<file path="src/rtl/instr_cycle_ctrl.sv">
// Instruction-cycle sequencer for the two-address machine: walks phases 1..7,0 per instruction,
// owns PC / memory address / opcode and handshakes memory and ALU requests with a reply timeout.
module instr_cycle_ctrl #(
  parameter logic [11:0] START_ADDR  = 12'o0001,
  parameter logic [5:0]  HALT_OP     = 6'o77,
  parameter int unsigned TIMEOUT_CYC = 255
) (
  input  logic        clk,
  input  logic        rst_n,
  input  logic        run,
  input  logic        step,
  input  logic [30:0] c_in,
  input  logic        mem_reply,
  input  logic        operate_reply,
  output logic [2:0]  pulse,
  output logic [11:0] reg_start,
  output logic [11:0] reg_select,
  output logic [5:0]  operator,
  output logic        mem_read_pulse,
  output logic        mem_write_pulse,
  output logic        operate_pulse,
  output logic        c_load,
  output logic        a_load,
  output logic        b_load,
  output logic        busy,
  output logic        timeout_err
);

  // state    | meaning
  // S_IDLE   | no instruction in progress, waiting for run/step
  // S_FETCH  | phase 1: instruction read at reg_start
  // S_DECODE | phase 2: latch opcode and operand addresses
  // S_RD1    | phase 3: operand-1 read
  // S_LD_A   | phase 4: datapath copies reg_c into reg_a
  // S_RD2    | phase 5: operand-2 read
  // S_LD_B   | phase 6: datapath copies reg_c into reg_b
  // S_OPER   | phase 7: ALU operate
  // S_WRITE  | phase 0: write-back to operand-2 address
  typedef enum logic [3:0] {
    S_IDLE   = 4'd0,
    S_FETCH  = 4'd1,
    S_DECODE = 4'd2,
    S_RD1    = 4'd3,
    S_LD_A   = 4'd4,
    S_RD2    = 4'd5,
    S_LD_B   = 4'd6,
    S_OPER   = 4'd7,
    S_WRITE  = 4'd8
  } state_t;

  localparam logic [15:0] WAIT_LOAD = 16'(TIMEOUT_CYC - 1);

  state_t      state;
  logic [11:0] addr2;
  logic [15:0] wait_cnt;
  logic        armed;
  logic        req_any;
  logic        reply_seen;
  logic        wait_tc;
  logic        unused_c_in_msb;

  assign unused_c_in_msb = c_in[30];

  // A reply only counts from the second cycle of a request phase onward.
  assign req_any    = mem_read_pulse | mem_write_pulse | operate_pulse;
  assign reply_seen = armed & (((mem_read_pulse | mem_write_pulse) & mem_reply) |
                               (operate_pulse & operate_reply));
  assign wait_tc    = (wait_cnt == 16'd0);

  assign c_load = mem_read_pulse & mem_reply & armed;
  assign a_load = busy & (pulse == 3'd4);
  assign b_load = busy & (pulse == 3'd6);

  always_ff @(posedge clk or negedge rst_n) begin
    if (!rst_n) begin
      state           <= S_IDLE;
      pulse           <= 3'd0;
      reg_start       <= START_ADDR;
      reg_select      <= 12'd0;
      operator        <= 6'o77;
      addr2           <= 12'd0;
      mem_read_pulse  <= 1'b0;
      mem_write_pulse <= 1'b0;
      operate_pulse   <= 1'b0;
      busy            <= 1'b0;
      timeout_err     <= 1'b0;
      wait_cnt        <= 16'd0;
      armed           <= 1'b0;
    end else begin
      armed <= 1'b1;
      if (req_any && !reply_seen && wait_tc) begin
        mem_read_pulse  <= 1'b0;
        mem_write_pulse <= 1'b0;
        operate_pulse   <= 1'b0;
        timeout_err     <= 1'b1;
        busy            <= 1'b0;
        pulse           <= 3'd0;
        state           <= S_IDLE;
      end else begin
        if (req_any && !reply_seen) begin
          wait_cnt <= wait_cnt - 16'd1;
        end
        case (state)
          S_IDLE: begin
            if ((run || step) && !timeout_err) begin
              state          <= S_FETCH;
              busy           <= 1'b1;
              pulse          <= 3'd1;
              reg_select     <= reg_start;
              mem_read_pulse <= 1'b1;
              armed          <= 1'b0;
              wait_cnt       <= WAIT_LOAD;
            end
          end
          S_FETCH: begin
            if (reply_seen) begin
              mem_read_pulse <= 1'b0;
              pulse          <= 3'd2;
              state          <= S_DECODE;
            end
          end
          S_DECODE: begin
            operator       <= c_in[29:24];
            reg_select     <= c_in[23:12];
            addr2          <= c_in[11:0];
            reg_start      <= reg_start + 12'd1;
            mem_read_pulse <= 1'b1;
            pulse          <= 3'd3;
            state          <= S_RD1;
            armed          <= 1'b0;
            wait_cnt       <= WAIT_LOAD;
          end
          S_RD1: begin
            if (reply_seen) begin
              mem_read_pulse <= 1'b0;
              pulse          <= 3'd4;
              state          <= S_LD_A;
            end
          end
          S_LD_A: begin
            reg_select     <= addr2;
            mem_read_pulse <= 1'b1;
            pulse          <= 3'd5;
            state          <= S_RD2;
            armed          <= 1'b0;
            wait_cnt       <= WAIT_LOAD;
          end
          S_RD2: begin
            if (reply_seen) begin
              mem_read_pulse <= 1'b0;
              pulse          <= 3'd6;
              state          <= S_LD_B;
            end
          end
          S_LD_B: begin
            operate_pulse <= 1'b1;
            pulse         <= 3'd7;
            state         <= S_OPER;
            armed         <= 1'b0;
            wait_cnt      <= WAIT_LOAD;
          end
          S_OPER: begin
            if (reply_seen) begin
              operate_pulse   <= 1'b0;
              mem_write_pulse <= 1'b1;
              pulse           <= 3'd0;
              state           <= S_WRITE;
              armed           <= 1'b0;
              wait_cnt        <= WAIT_LOAD;
            end
          end
          S_WRITE: begin
            if (reply_seen) begin
              mem_write_pulse <= 1'b0;
              // Halt or a dropped run ends the sequence after the write-back.
              if ((operator == HALT_OP) || !run) begin
                busy  <= 1'b0;
                state <= S_IDLE;
              end else begin
                pulse          <= 3'd1;
                reg_select     <= reg_start;
                mem_read_pulse <= 1'b1;
                state          <= S_FETCH;
                armed          <= 1'b0;
                wait_cnt       <= WAIT_LOAD;
              end
            end
          end
          default: begin
            state <= S_IDLE;
          end
        endcase
      end
    end
  end

endmodule

</file>
<file path="config.mk">
export PLATFORM = sky130hd
export DESIGN_NAME = instr_cycle_ctrl
export DESIGN_NICKNAME = d
export VERILOG_FILES = /design/src/rtl/instr_cycle_ctrl.sv
export SDC_FILE = /design/constraint.sdc
export NUM_CORES = 1
export LEC_CHECK = 0
export BUFFER_PORTS_ARGS = -buffer_cell sky130_fd_sc_hd__buf_4
export CAP_MARGIN = 20
export CORE_UTILIZATION = 57
export CTS_BUF_LIST = sky130_fd_sc_hd__clkbuf_2
export CTS_CLUSTER_SIZE = 30
export DETAILED_ROUTE_END_ITERATION = 8
export HOLD_SLACK_MARGIN = 0.06
export PLACE_DENSITY = 0.83
export REMOVE_ABC_BUFFERS = 1
export SLEW_MARGIN = 20
export SYNTH_ARGS = -nofsm -noshare
export SYNTH_HDL_FRONTEND = slang
export SYNTH_SLANG_ARGS = --single-unit
</file>
<file path="constraint.sdc">
create_clock -name clk -period 2.56 [get_ports clk]
set_clock_uncertainty 0.05 [all_clocks]
set_input_delay 0.256 -clock clk [delete_from_list [all_inputs] [get_ports clk]]
set_output_delay 0.256 -clock clk [all_outputs]
set_load 0.01 [all_outputs]
</file>
* Word-level counts from Yosys, hierarchy flattened
Cells that the tools add are included.
** Word-level totals
- Bits in registers :: 71
- Bits of input ports :: 37
- Output and inout port bits :: 41
- Word-level logic and storage cells :: 125
** Operators by class
- $add $sub $neg :: 2
- Eq/ne operators :: 23
- Mux-type cells :: 49
- Bitwise gates (word level) :: 11
- Reduce and logical (&&, ||, !) cells :: 27
** Operator list (number)
- 16-bit two-way mux :: 5
- 16-bit one-hot mux with 4 select lines :: 1
- 12-bit one-hot mux with 4 select lines :: 1
- 12-bit two-way mux :: 3
- 4-bit one-hot mux with 9 select lines :: 1
- 4-bit two-way mux :: 7
- 3-bit one-hot mux with 9 select lines :: 1
- 3-bit two-way mux :: 8
- 3-bit != test, second input constant :: 8
- 1-bit two-way mux :: 17
- 4-bit by 3-bit == test with 1-bit output, second input constant :: 4
- 16-bit zero test :: 1
- 16-bit by 1-bit subtractor with 16-bit output, second input constant :: 1
- 12-bit by 1-bit adder with 12-bit output, second input constant :: 1
- 5-bit AND reduction :: 2
- 10-bit nonzero test :: 1
- 3-bit nonzero test :: 3
- 4-bit by 2-bit == test with 1-bit output, second input constant :: 2
- 1-bit one-hot mux with 4 select lines :: 2
- 8-bit AND reduction :: 1
- 1-bit AND :: 7
- 3-bit == test, second input constant :: 2
- 6-bit == test, second input constant :: 1
- 2-bit != test, second input constant :: 3
- other kinds (18) :: 29

* Logic depth before layout (Yosys ltp)
- Word-level depth :: 10
- Mapped depth :: 8
- Depth with buffers taken out :: 7

* Worst setup path after synthesis
No wires, ideal clock.
- Kind :: flip-flop to flip-flop
- From :: register state[0]
- To :: register reg_select[0]
- Setup time :: 0.125 ns
- Arrival :: 1.841 ns
- Data required time :: 2.385 ns
- Setup slack :: 0.544 ns
- Cell stages (with the launch flop) :: 8
- Path buffers :: 2
- Path through :: dfrtp_1 -> buf_6 -> or3_4 -> o21bai_4 -> or2_4 -> nand3_2 -> buf_6 -> mux2_4
** Between the ends
- Word-level cells in the longest chain between the ends :: 3
- Elaborated cells on any way between the ends :: 10
- Classes of those cells :: eq/ne (6); mux (1); reduce/logical (3)
** RTL lines
- start, declared :: RTL line 53 : state_t state;
- start signal, assigned :: RTL line 76 : state <= S_IDLE;
- start signal, assigned :: RTL line 98 : state <= S_IDLE;
- start signal, assigned :: RTL line 106 : state <= S_FETCH;
- 4-bit == test (tied with other cells) :: RTL line 103 : case (state)
- 4-bit nonzero test (no source line) or 2-bit != test (tied branches)
- 5-bit AND reduction (no source line)
- end signal, assigned :: RTL line 109 : reg_select <= reg_start;
- end signal, assigned :: RTL line 124 : reg_select <= c_in[23:12];
- end signal, assigned :: RTL line 141 : reg_select <= addr2;
- end, declared :: RTL line 17 : output logic [11:0] reg_select,
Several ways; a longest one is shown, not always the timed one.
A chain may end at the register's enable or synchronous reset.

* Worst setup path after layout
- From :: register state[3]
- To :: register reg_select[7]
Same word-level chain as after synthesis.

==> qor.txt <==
Residual DRC -> 0
Synth top area share -> 0.424
CP required -> 2910 ps
Initial drt markers -> 256
Hold depth -> 4
Wire length on met1 -> 3.95 mm
Uppermost layer routed -> met4
WS Path Type -> reg -> reg
Vias -> 3351
Cell variety after synth -> 71
Yosys reg bits -> 71
Dpl ws -> 177 ps
Syn Inst Count -> 389
Most common cell in the netlist -> nand2_1
FMAX -> 0.412 GHz
Buf+Inv Stages, Crit Path -> 1
Post-place instance area -> 4420 um^2
Hold Crit Class -> in -> reg
Final net count -> 536
Pin count of the biggest net entering global routing -> 72
Total GRT Usage -> 0.298
Vias per cell -> 5.80
RSZ-0062 raised after global routing -> no
Synth cell count leaders -> nand2_1 (99), dfrtp_1 (64), a21oi_1 (16), nor2_1 (15)
Share of layout cells above drive strength 1 -> 0.289
Crit end category -> register
CP delay by family, top -> simple AND/OR/NAND/NOR gates
Ys async rst share -> 1.00
Die Wd -> 83.4 um
Non-filler instance count after layout -> 578
Yosys warns -> 0
Num ports -> 78
CP Max Fanout -> 19
CTS Buf Count -> 9
Die area -> 6960 um^2
Clock Latency Late Sink -> 540 ps
Clock Sinks -> 71
Die Y -> 83.4 um
Placed cell count -> 532
Hold violation count in the final report -> 0
Worst slew pin tran -> 939 ps
Synth Area per Inst -> 9.71 um^2
Clock root cell -> clkbuf_2
Max_cap viols -> 0
Primary FF master, synth -> dfrtp_1
Synthesized area -> 3780 um^2
Worst path depth -> 5
Routed met3 length -> 570 um
CP cell instances -> nor2_1 > inv_1 > a221oi_2 > nand3_2 > mux2_4
Status -> finished clean
Initial Util -> 0.591
Area grow syn2layout -> 29.3%
Worst path arrival time -> 2780 ps
CP max stage delay -> 690 ps
IO buf count -> 76
Post-DP HPWL -> 6.37 mm
First-pass GRT wire length -> 16.5 mm
Metal2 WL -> 5.03 mm
CTS Buffer Depth -> 2
Grt total ovfl -> 0
Final Setup Violations -> 0
Worst-path clk slew -> 190 ps
Synth top area cells -> dfrtp_1 (42%), nand2_1 (9.8%), dfstp_2 (4.9%)
Pwr/cell area -> 1030 nW/um^2
VDD IR max -> 661 uV
Final worst setup slack -> 135 ps
Max transition margin -> 0.372
Total core area -> 6390 um^2
# H-tree levels -> 3
Pleak -> 0.00236 uW
Final Hold Slack -> 87.0 ps
Crit start category -> register
Crit path time final -> 2420 ps
Max Transition Viols Final -> 0
CTS tree -> done
Post-synth top area cell -> dfrtp_1
Total wire length -> 9.67 mm
Final Instance Area -> 4880 um^2
R2R depth -> 5
Routed WL per cell -> 16.7 um
First drt pass iteration count -> 7
Vias in the first global route -> 3363
Worst path slowest cell -> dfrtp_1
Number of placement rows -> 29
Inserted Diodes -> 0
Antenna violations before repair -> 0
Post-DRT Antenna Nets -> 0
GP Congestion -> 0.853
Fin crit share -> 0.947
Final setup TNS -> 0 ps
Register area share after synthesis -> 0.473
EDFF count, synth -> 0
-- worst paths after layout --
check                      slack [ps]             to         from
max                               140  reg_select[7]     state[3]
max in group asynchronous        1560   reg_start[4]        rst_n
min in group asynchronous         310  reg_start[11]        rst_n
min reg2reg                       430    operator[2]  operator[2]
max reg2reg                       140  reg_select[7]     state[3]
min                                90  reg_select[0]     c_in[12]
-- power breakdown --
group          internal [uW]  switching, uW
registers               1510            338
clock network            426            412
logic                   1080           1270
-- timing repair --
action                                  4_1_cts  5_1_grt
endpoints found under the setup margin        0        6
endpoints found under the hold margin        93        0
hold buffers                                 30        0
gates resized for setup                       0        1
setup buffers                                 0        0
-- metal layers --
| layer | global-route usage | vias up |
|---|---|---|
| met5 | 0 | - |
| met4 | 0.0846 | 0 |
| met3 | 0.0596 | 14 |
| met2 | 0.522 | 121 |
| met1 | 0.375 | 1628 |
| li1 | - | 1588 |
-- cells in the final DEF (no fill, tap or decap), types with 3 or more instances in the layout --
cell type	netlist	final
nand2_1	99	99
a211o_1	3	3
buf_4	1	87
nand4_1	8	8
nor4_1	5	4
dfstp_2	7	7
a22oi_1	14	14
and3_1	6	6
xor2_1	8	8
bufinv_16	0	3
inv_1	9	9
nand3_1	10	10
ha_1	3	3
mux2_4	10	10
dlygate4sd3_1	0	30
clkbuf_2	1	10
o21ai_0	7	7
nor3_1	11	11
nor2_1	15	15
o211a_1	3	3
dfrtp_1	64	64
o31ai_1	3	3
a21oi_1	16	16
xnor2_1	14	14
-- flip-flops by register name, summed over array words and instances, names as in the netlist --
register / flops
wait_cnt: 16
reg_select: 12
addr2: 12
busy: 1
pulse: 3
mem_write_pulse: 1
timeout_err: 1
operate_pulse: 1
armed: 1
reg_start: 12
operator: 6
mem_read_pulse: 1
state: 4
-- worst reg2reg max path, stage by stage (launching register included) --
cell	delay, ps
dfrtp_1	690
nor2_1	280
inv_1	90
a221oi_2	330
nand3_2	440
mux2_4	460
-- area by class of cell --
class,count,area (um^2)
Clock buffer,10,50.0
Clock inverter,6,109
Fill cell,435,1500
Inverter,10,37.5
Multi-Input combinational cell,287,1850
Sequential cell,71,1790
Tap cell,77,96.3
Timing Repair Buffer,117,953
-- through the flow --
step           utilization  total power (uW)
4_1_cts              0.764              4990
3_5_place_dp         0.692              4120
2_1_floorplan            -              3260
5_1_grt              0.765              5340
6_report             0.765              5030
3_3_place_gp         0.692              4030
-- cell families after synthesis --
logic type,count (synthesis),share of synthesized area
xor gates and xnor gates,22,0.0510
DFF,71,0.473
buffers and inverters,31,0.0388
adders and majority gates,3,0.00994
muxes,12,0.0457
AOI/OAI and AO/OA,70,0.141
and+or+nand+nor,180,0.241
Note: power is estimated with default switching activity, not from simulation.
